$ cat src/rtl/kc_tap_upload.sv
// KC85 TAP upload source: serves a 16-byte KC-TAPE header and 129-byte blocks to hps_io.
// Optional macro KC_TAP_UPLOAD_TIMEOUT_EN enables a per-fetch memory timeout that sets err.
module kc_tap_upload #(
  parameter logic [7:0]  UPLOAD_INDEX = 8'd1,
  parameter int unsigned BLK_LEN      = 128,
  parameter int unsigned MEM_TIMEOUT  = 255
) (
  input  logic        clk_sys,
  input  logic        reset_n,
  input  logic        ioctl_upload,
  input  logic [7:0]  ioctl_index,
  input  logic        ioctl_rd,
  input  logic [24:0] ioctl_addr,
  output logic [7:0]  ioctl_din,
  output logic        ioctl_wait,
  input  logic [15:0] start_addr,
  input  logic [15:0] length,
  output logic        mem_req,
  output logic [15:0] mem_addr,
  input  logic        mem_ack,
  input  logic [7:0]  mem_data,
  output logic        busy,
  output logic        err
);

  localparam int unsigned     POS_W    = (BLK_LEN > 1) ? $clog2(BLK_LEN) : 1;
  localparam logic [POS_W-1:0] POS_LAST = POS_W'(BLK_LEN - 1);
  localparam logic [POS_W-1:0] POS_ONE  = POS_W'(1);
  localparam logic [15:0]      BLK_LEN16 = 16'(BLK_LEN);

  typedef enum logic [2:0] {
    S_IDLE,
    S_HDR,
    S_BLKNUM,
    S_DATA,
    S_FETCH,
    S_END
  } state_t;

  state_t           state_q, state_d;
  logic             active_q;
  logic [15:0]      start_q, start_d;
  logic [15:0]      len_q, len_d;
  logic [15:0]      ptr_q, ptr_d;
  logic [15:0]      rem_q, rem_d;
  logic [3:0]       hdr_pos_q, hdr_pos_d;
  logic [7:0]       blk_no_q, blk_no_d;
  logic [POS_W-1:0] pos_q, pos_d;
  logic             last_q, last_d;
  logic [7:0]       din_q, din_d;
  logic             req_q, req_d;
  logic [15:0]      maddr_q, maddr_d;
  logic             busy_q, busy_d;

`ifdef KC_TAP_UPLOAD_TIMEOUT_EN
  localparam int unsigned  CNT_W  = $clog2(MEM_TIMEOUT + 1);
  localparam logic [CNT_W-1:0] CNT_MAX = CNT_W'(MEM_TIMEOUT);
  localparam logic [CNT_W-1:0] CNT_ONE = CNT_W'(1);
  logic [CNT_W-1:0] cnt_q, cnt_d;
  logic             err_q, err_d;
`endif

  logic active;
  logic rd_ok;
  logic adv;
  logic wait_c;

  assign active = ioctl_upload && (ioctl_index == UPLOAD_INDEX);

  function automatic logic [7:0] hdr_byte(input logic [3:0] idx);
    case (idx)
      4'd0:    return 8'hC3;
      4'd1:    return 8'h4B;
      4'd2:    return 8'h43;
      4'd3:    return 8'h2D;
      4'd4:    return 8'h54;
      4'd5:    return 8'h41;
      4'd6:    return 8'h50;
      4'd7:    return 8'h45;
      4'd8:    return 8'h20;
      4'd9:    return 8'h62;
      4'd10:   return 8'h79;
      4'd11:   return 8'h20;
      4'd12:   return 8'h41;
      4'd13:   return 8'h46;
      4'd14:   return 8'h2E;
      default: return 8'h20;
    endcase
  endfunction

  always_comb begin
    state_d   = state_q;
    start_d   = start_q;
    len_d     = len_q;
    ptr_d     = ptr_q;
    rem_d     = rem_q;
    hdr_pos_d = hdr_pos_q;
    blk_no_d  = blk_no_q;
    pos_d     = pos_q;
    last_d    = last_q;
    din_d     = din_q;
    req_d     = req_q;
    maddr_d   = maddr_q;
    busy_d    = busy_q;
`ifdef KC_TAP_UPLOAD_TIMEOUT_EN
    cnt_d     = cnt_q;
    err_d     = err_q;
`endif
    rd_ok     = 1'b0;
    adv       = 1'b0;
    wait_c    = 1'b0;

    if (!active) begin
      state_d = S_IDLE;
      req_d   = 1'b0;
      busy_d  = 1'b0;
    end else if (!active_q) begin
      start_d   = start_addr;
      len_d     = length;
      ptr_d     = start_addr;
      rem_d     = length;
      hdr_pos_d = 4'd0;
      blk_no_d  = 8'd1;
      pos_d     = '0;
      last_d    = 1'b0;
      busy_d    = 1'b1;
      state_d   = S_HDR;
`ifdef KC_TAP_UPLOAD_TIMEOUT_EN
      err_d     = 1'b0;
`endif
    end else begin
      // Reads during an outstanding fetch are dropped; offset 0 rewinds the stream.
      rd_ok = ioctl_rd && (state_q != S_FETCH) && (state_q != S_IDLE);
      if (rd_ok && (ioctl_addr == 25'd0)) begin
        ptr_d     = start_q;
        rem_d     = len_q;
        hdr_pos_d = 4'd0;
        blk_no_d  = 8'd1;
        pos_d     = '0;
        last_d    = 1'b0;
        state_d   = S_HDR;
      end

      case (state_d)
        S_HDR: begin
          if (rd_ok) begin
            din_d = hdr_byte(hdr_pos_d);
            if (hdr_pos_d == 4'd15) begin
              state_d = S_BLKNUM;
            end else begin
              hdr_pos_d = hdr_pos_d + 4'd1;
            end
          end
        end
        S_BLKNUM: begin
          if (rd_ok) begin
            last_d  = (rem_d <= BLK_LEN16);
            din_d   = last_d ? 8'hFF : blk_no_d;
            pos_d   = '0;
            state_d = S_DATA;
          end
        end
        S_DATA: begin
          if (rd_ok) begin
            if (rem_d != 16'd0) begin
              wait_c  = 1'b1;
              req_d   = 1'b1;
              maddr_d = ptr_d;
              ptr_d   = ptr_d + 16'd1;
              state_d = S_FETCH;
`ifdef KC_TAP_UPLOAD_TIMEOUT_EN
              cnt_d   = '0;
`endif
            end else begin
              din_d = 8'h00;
              adv   = 1'b1;
            end
          end
        end
        S_FETCH: begin
          wait_c = 1'b1;
          if (mem_ack && req_q) begin
            din_d = mem_data;
            req_d = 1'b0;
            rem_d = rem_d - 16'd1;
            adv   = 1'b1;
`ifdef KC_TAP_UPLOAD_TIMEOUT_EN
          end else if (cnt_q == CNT_MAX) begin
            din_d = 8'hFF;
            err_d = 1'b1;
            req_d = 1'b0;
            rem_d = rem_d - 16'd1;
            adv   = 1'b1;
          end else begin
            cnt_d = cnt_q + CNT_ONE;
`endif
          end
        end
        S_END: begin
          if (rd_ok) begin
            din_d = 8'h00;
          end
        end
        default: begin
        end
      endcase

      // A delivered data or pad byte advances within the block, then to the next block.
      if (adv) begin
        if (pos_d == POS_LAST) begin
          if (last_d) begin
            state_d = S_END;
          end else begin
            blk_no_d = blk_no_d + 8'd1;
            state_d  = S_BLKNUM;
          end
        end else begin
          pos_d   = pos_d + POS_ONE;
          state_d = S_DATA;
        end
      end
    end
  end

  always_ff @(posedge clk_sys or negedge reset_n) begin
    if (!reset_n) begin
      state_q   <= S_IDLE;
      active_q  <= 1'b0;
      start_q   <= 16'd0;
      len_q     <= 16'd0;
      ptr_q     <= 16'd0;
      rem_q     <= 16'd0;
      hdr_pos_q <= 4'd0;
      blk_no_q  <= 8'd1;
      pos_q     <= '0;
      last_q    <= 1'b0;
      din_q     <= 8'h00;
      req_q     <= 1'b0;
      maddr_q   <= 16'd0;
      busy_q    <= 1'b0;
`ifdef KC_TAP_UPLOAD_TIMEOUT_EN
      cnt_q     <= '0;
      err_q     <= 1'b0;
`endif
    end else begin
      state_q   <= state_d;
      active_q  <= active;
      start_q   <= start_d;
      len_q     <= len_d;
      ptr_q     <= ptr_d;
      rem_q     <= rem_d;
      hdr_pos_q <= hdr_pos_d;
      blk_no_q  <= blk_no_d;
      pos_q     <= pos_d;
      last_q    <= last_d;
      din_q     <= din_d;
      req_q     <= req_d;
      maddr_q   <= maddr_d;
      busy_q    <= busy_d;
`ifdef KC_TAP_UPLOAD_TIMEOUT_EN
      cnt_q     <= cnt_d;
      err_q     <= err_d;
`endif
    end
  end

  assign ioctl_din  = din_q;
  assign ioctl_wait = wait_c;
  assign mem_req    = req_q;
  assign mem_addr   = maddr_q;
  assign busy       = busy_q;
`ifdef KC_TAP_UPLOAD_TIMEOUT_EN
  assign err        = err_q;
`else
  assign err        = 1'b0;
`endif

endmodule

$ cat config.mk
export PLATFORM = sky130hd
export DESIGN_NAME = kc_tap_upload
export DESIGN_NICKNAME = d
export VERILOG_FILES = /design/src/rtl/kc_tap_upload.sv
export SDC_FILE = /design/constraint.sdc
export NUM_CORES = 1
export LEC_CHECK = 0
export BUFFER_PORTS_ARGS = -buffer_cell sky130_fd_sc_hd__clkbuf_2
export CAP_MARGIN = 15
export CORE_MARGIN = 2
export CORE_UTILIZATION = 52
export CTS_CLUSTER_SIZE = 24
export DETAILED_ROUTE_END_ITERATION = 8
export PLACE_DENSITY = 0.73
export SETUP_SLACK_MARGIN = 0.5
export SYNTH_ARGS = -nofsm -noshare
export SYNTH_HDL_FRONTEND = slang
export SYNTH_SLANG_ARGS = --single-unit
$ cat constraint.sdc
create_clock -name clk_sys -period 3.7 [get_ports clk_sys]
set_input_delay 0.74 -clock clk_sys [delete_from_list [all_inputs] [get_ports clk_sys]]
set_output_delay 0.74 -clock clk_sys [all_outputs]
set_load 0.005 [all_outputs]
== Yosys cells after proc, flatten, opt, wreduce, memory -nomap -nowiden ==
Memory sizes are Yosys's and may differ from the RTL's.
Index checks and enable logic that the tools add are counted.

* Shift operators: 0
* Order comparisons: 1
* Mux-type cells: 82
* Equality and inequality tests: 21
* Multiply operators: 0
* Bitwise operators: 1
* Add/sub/neg operators: 5
* Divide/modulo/power cells: 0
* Reductions and logical operators: 13

{| class="wikitable"
|+ Operators with widths
! cell !! count
|-
| two-way mux 16 bit || 13
|-
| two-way mux 8 bit || 14
|-
| two-way mux 7 bit || 8
|-
| one-hot mux 8 bit (5 select lines) || 1
|-
| two-way mux 3 bit || 13
|-
| two-way mux 4 bit || 7
|-
| zero test 25 bit || 1
|-
| two-way mux 1 bit || 22
|-
| adder 16 x 1 -> 16 bit, second input constant || 1
|-
| less-or-equal comparator 16 x 8 -> 1 bit, second input constant || 1
|-
| != test 2 bit, second input constant || 8
|-
| nonzero test 16 bit || 1
|-
| subtractor 16 x 1 -> 16 bit, second input constant || 1
|-
| != test 3 bit, second input constant || 4
|-
| AND reduction 5 bit || 2
|-
| one-hot mux 3 bit (3 select lines) || 1
|-
| AND reduction 9 bit || 1
|-
| adder 8 x 1 -> 8 bit, second input constant || 1
|-
| equality test 8 x 1 -> 1 bit, second input constant || 1
|-
| adder 7 x 1 -> 7 bit, second input constant || 1
|-
| equality test 7 bit, second input constant || 1
|-
| equality test 3 x 2 -> 1 bit, second input constant || 2
|-
| equality test 3 bit, second input constant || 2
|-
| one-hot mux 1 bit (2 select lines) || 3
|-
| 9 further kinds || 13
|}

* Bits in latches: 0
* Bits in registers: 114
* Bits in writable memories: 0
* ROM bits: 128
* Memories kept: 1
* Output and inout bits: 28
* Logic and storage cells: 138

{| class="wikitable"
|+ Memory list
! name !! depth !! bits a word !! rd ports !! clocked after memory_dff !! wr ports !! line !! source
|-
| (no name shown) || 16 || 8 || 1 || 0 || 0 || 71 || <nowiki>case (idx)</nowiki>
|}

== Longest topological paths before layout ==
* Depth after elaboration: 17
* Gate-level depth with buffers: 16
* Gate-level depth less buffers: 13

== Worst setup path after synthesis ==
Ideal clock, no wire load.

* Path type: input port to output port
* Start: input ioctl_addr[18]
* End: output ioctl_wait
* Setup slack: -0.080 ns
* Required time: 2.960 ns
* Arrival: 3.040 ns
* Cell stages on the path: 11
* Cell sequence: nor4_1 > and4_1 > nand2_1 > buf_2 > buf_2 > mux2i_1 > ha_1 > and3_4 > a21boi_0 > a21oi_1 > nor2_1

* Word-level cells in the longest chain between the ends: 11

{| class="wikitable"
|+ Ends and longest elaborated chain
! element !! line !! source
|-
| start: declaration || 13 || <nowiki>input logic [24:0] ioctl_addr,</nowiki>
|-
| zero test 25 bit (*) || 134 || <nowiki>if (rd_ok && (ioctl_addr == 25'd0)) begin</nowiki>
|-
| logical AND 1 bit (*) || 134 ||
|-
| two-way mux 16 bit || 134 ||
|-
| two-way mux 16 bit || 117 || <nowiki>end else if (!active_q) begin</nowiki>
|-
| two-way mux 16 bit || 113 || <nowiki>if (!active) begin</nowiki>
|-
| nonzero test 16 bit || 165 || <nowiki>if (rem_d != 16'd0) begin</nowiki>
|-
| two-way mux 1 bit || 165 ||
|-
| two-way mux 1 bit || 164 || <nowiki>if (rd_ok) begin</nowiki>
|-
| one-hot mux 1 bit (2 select lines) (*) || 144 || <nowiki>case (state_d)</nowiki>
|-
| two-way mux 1 bit (*) || 117 ||
|-
| two-way mux 1 bit (*) || 113 ||
|-
| end: declaration || 15 || <nowiki>output logic ioctl_wait,</nowiki>
|}

Every way passes the cells marked *; elsewhere a longest branch is shown, timed or not. The select of a mux whose other input is x is not followed.

== Final worst setup path ==
Ends and elaborated chain as after synthesis.

==> results.md <==
* CP Launch Type: input pin
* Outcome: completed
* Max FO, Critical Path at 3
* NumNets Final at 968
* Clock latency on the worst-skew pair at 0.43 ns
* Cell taking the most area after synthesis: dfrtp_1
* Critical Path RT at 2.96 ns
* Power per Cell Area at 369 nW/um2
* Final Hold Vio Count at 0
* Mapped Cells at 745
* Post-Route WL at 20500 um
* Layout cell share with drive strength beyond 1 at 30.2%
* Synth Flop Type: dfrtp_1
* Tightest Pin Transition at 0.855 ns
* Crit-path cells: buf_6, nor4_4, and4_4, nand2_8, mux2i_4, ha_4, and3_4, a21boi_2, a21oi_1, nor2_1, buf_2
* Port Buffers at 104
* Reg2reg start: state_q[0]
* Synth top area cells: dfrtp_1 (42%), mux2_2 (6.5%), a21oi_1 (5.4%), nand2_1 (3.9%), mux2i_1 (3.7%)
* Max stage delay on crit path at 0.31 ns
* Sink Count at 114
* Unrepaired setup endpoints after global routing: yes
* Post-Synth Adder-Cell Area at 2.21%
* Yosys warning count at 0
* Worst Hold Class: in2async
* Yosys cell types at 69
* Net Sw Frac at 26.1%
* R2r setup slk at 0.39 ns
* Pleak at 4.05 nW
* HPWL Detailed at 13500 um
* Final hold slack at 0.338 ns
* Most numerous cell in the Yosys netlist: dfrtp_1
* Critical Path AT at 2.65 ns
* Setup TNS at 0 ns
* Die W at 118 um
* Detailed Routing Iterations Pass 1 at 6
* Post-Synth Simple-Gate Area at 19.7%
* Post-placement cell count at 1006
* Core Box Area at 12700 um2
* Post-synthesis xor/xnor area fraction at 3.87%
* Via count at 6661
* Asr flop ratio synth at 100%
* Clk pin slew, worst setup/hold paths at 0.05 ns
* Achievable Freq at 0.295 GHz
* M3 GR Usage at 7.63%
* Seq/Total Area, Yosys at 42.0%
* Met1 Use GR at 36.5%
* Die Span Y at 118 um
* Gate power share at 11.5%
* Clk buf depth at 2
* Final ANT Viol Nets at 0
* Antenna violations before repair at 0
* Sequential share of power at 42.0%
* Post-Layout Cell Count at 1062
* Vias/cell at 6.27
* Skew final at 0.00805 ns
* CTS Root Buffer Type: clkbuf_16
* Endpoints failing setup at 0
* Drt wl/cell at 19.3 um
* First-pass GRT wire length at 32900 um
* Layout area overhead at 27.0%
* I/O pin cnt at 106
* 1st-iter DRT viols at 622
* CTS buffer count at 17
* Fin crit period at 3.39 ns
* Final slew viol count at 0
* CP Capture Type: primary output
* CTS tree: done
* # diodes at 0
* Peak supply drop at 337 uV
* Largest family of logic cells by synthesized area: simple AND/OR/NAND/NOR gates
* Compound-Gate Fraction of Synth Area at 18.3%
* P_int at 0.00236 W
* FP Rows at 41
* Reg2Reg Depth at 15
* #FFs+latches synth at 114
* Area share of the largest cell type after synthesis at 41.6%
* Slew margin rel. at 41.5%
* H-tree depth at 4
* Fillers at 1010
* Crit share post-route at 91.5%
* Clock power frac at 46.4%
* Synthesized cell area at 6800 um2
* GRT Util Overall at 29.4%
* R2r endpoint: blk_no_q[7]
* Tot Pwr at 0.00319 W
* Gpl congestion at 0.919
* Synth top cells by count: dfrtp_1 (113), a21oi_1 (74), nand2_1 (70)
* Number of synthesized flops with an enable pin at 0
* Residual DRC at 0
* Critical path type: in2out
* NetSw at 0.000831 W
* Total gr overflow at 0
* Initial Util at 53.6%
* Global routing usage on met2 at 48.4%
* GR peak layer: met2
* Post-Syn Nets at 835
* Vias in the first global route at 6565
* Mux cell area share after synthesis at 10.1%
* Synthesized area per cell at 9.12 um2
* Full die area at 14000 um2
* Largest net degree at the start of global routing at 48
* Max cap viols at 0
* CP max-delay cell: and4_4
-- layer usage --
metal | up-vias | share of wire (%)
li1 | 3015 | -
met2 | 338 | 49
met4 | 0 | 3.2
met3 | 75 | 7.1
met1 | 3233 | 41
met5 | - | 0
-- how the worst max path moves through the flow --
stage / end / depth (start not counted) / from
finish: ioctl_wait / 11 / ioctl_addr[18]
global route: ioctl_wait / 11 / ioctl_addr[4]
CTS: ioctl_wait / 11 / ioctl_addr[0]
detailed placement: rem_q[12] / 13 / ioctl_addr[18]
global placement: ptr_q[10] / 12 / ioctl_addr[7]
floorplan: ptr_q[10] / 14 / ioctl_addr[7]
-- state kept, by name, indices dropped and copies added, names as in the netlist --
name	count
len_q	16
mem_addr	16
ptr_q	16
rem_q	16
start_q	16
blk_no_q	8
ioctl_din	8
pos_q	7
hdr_pos_q	4
state_q	3
active_q	1
busy	1
last_q	1
mem_req	1
-- area by class of cell --
class	instances	area (um2)	share of cell area, %
flip-flops and latches	114	2860	33.1
multi-input cells	569	3960	45.9
clock buffers	22	474	5.49
repair buffers	160	1010	11.7
well taps	172	215	2.49
inverters	16	62.6	0.724
clock inverters	9	58.8	0.681
-- placed cells by master, fill, tap and decap left out, drive strengths merged, types with 4 or more instances in the layout --
cell type / n
nor3: 18
nand2: 70
ha: 12
o21ai: 50
a22o: 5
clkinv: 8
clkbuf: 122
a21oi: 74
o21a: 4
nand3: 29
nor3b: 4
nand3b: 4
a41oi: 4
dfrtp: 113
mux2: 39
xor2: 15
nor4: 12
inv: 16
o211ai: 13
buf: 60
o31ai: 4
a22oi: 4
or3: 7
mux2i: 25
a31oi: 8
nand4: 20
nand2b: 4
nor2: 55
and2: 4
xnor2: 15
and3: 20
and4: 6
-- what timing repair did --
item	4_1_cts	5_1_grt
setup endpoints to repair	12	25
gates resized for setup	11	37
hold buffers	0	0
pin swaps	8	22
cloned	0	0
buffers inserted	8	17
-- power by group through the flow --
stage	logic, W	registers [W]	clock network, W
floorplan	0.000190	0.00134	0
global route	0.000403	0.00135	0.00155
finish	0.000367	0.00134	0.00148
CTS	0.000335	0.00134	0.00150
global placement	0.000308	0.00136	0
detailed placement	0.000319	0.00136	0
-- kinds of logic after synthesis --
group           Yosys count
buf+inv                  62
compound gates          199
simple gates            263
fa+ha+maj                12
mux                      64
xor+xnor                 30
flops                   114
other cells               1
-- critical path: cells and delay by family --
family,cells,cell delay [ns]
AO/OA/AOI/OAI,2,0.27
buffers and inverters,2,0.25
AND/OR/NAND/NOR,5,0.99
adder cells (fa/ha/maj),1,0.18
multiplexers,1,0.21
-- through the flow --
step	utilization (%)	setup slack, ns	instance area, um2
3_3_place_gp	60.7	0.192	7690
5_1_grt	68.2	0.268	8640
3_5_place_dp	60.7	0.0908	7690
2_1_floorplan	-	0.228	6930
4_1_cts	66.0	0.384	8360
6_report	68.2	0.313	8640
Power figures use the tool's default switching activity.
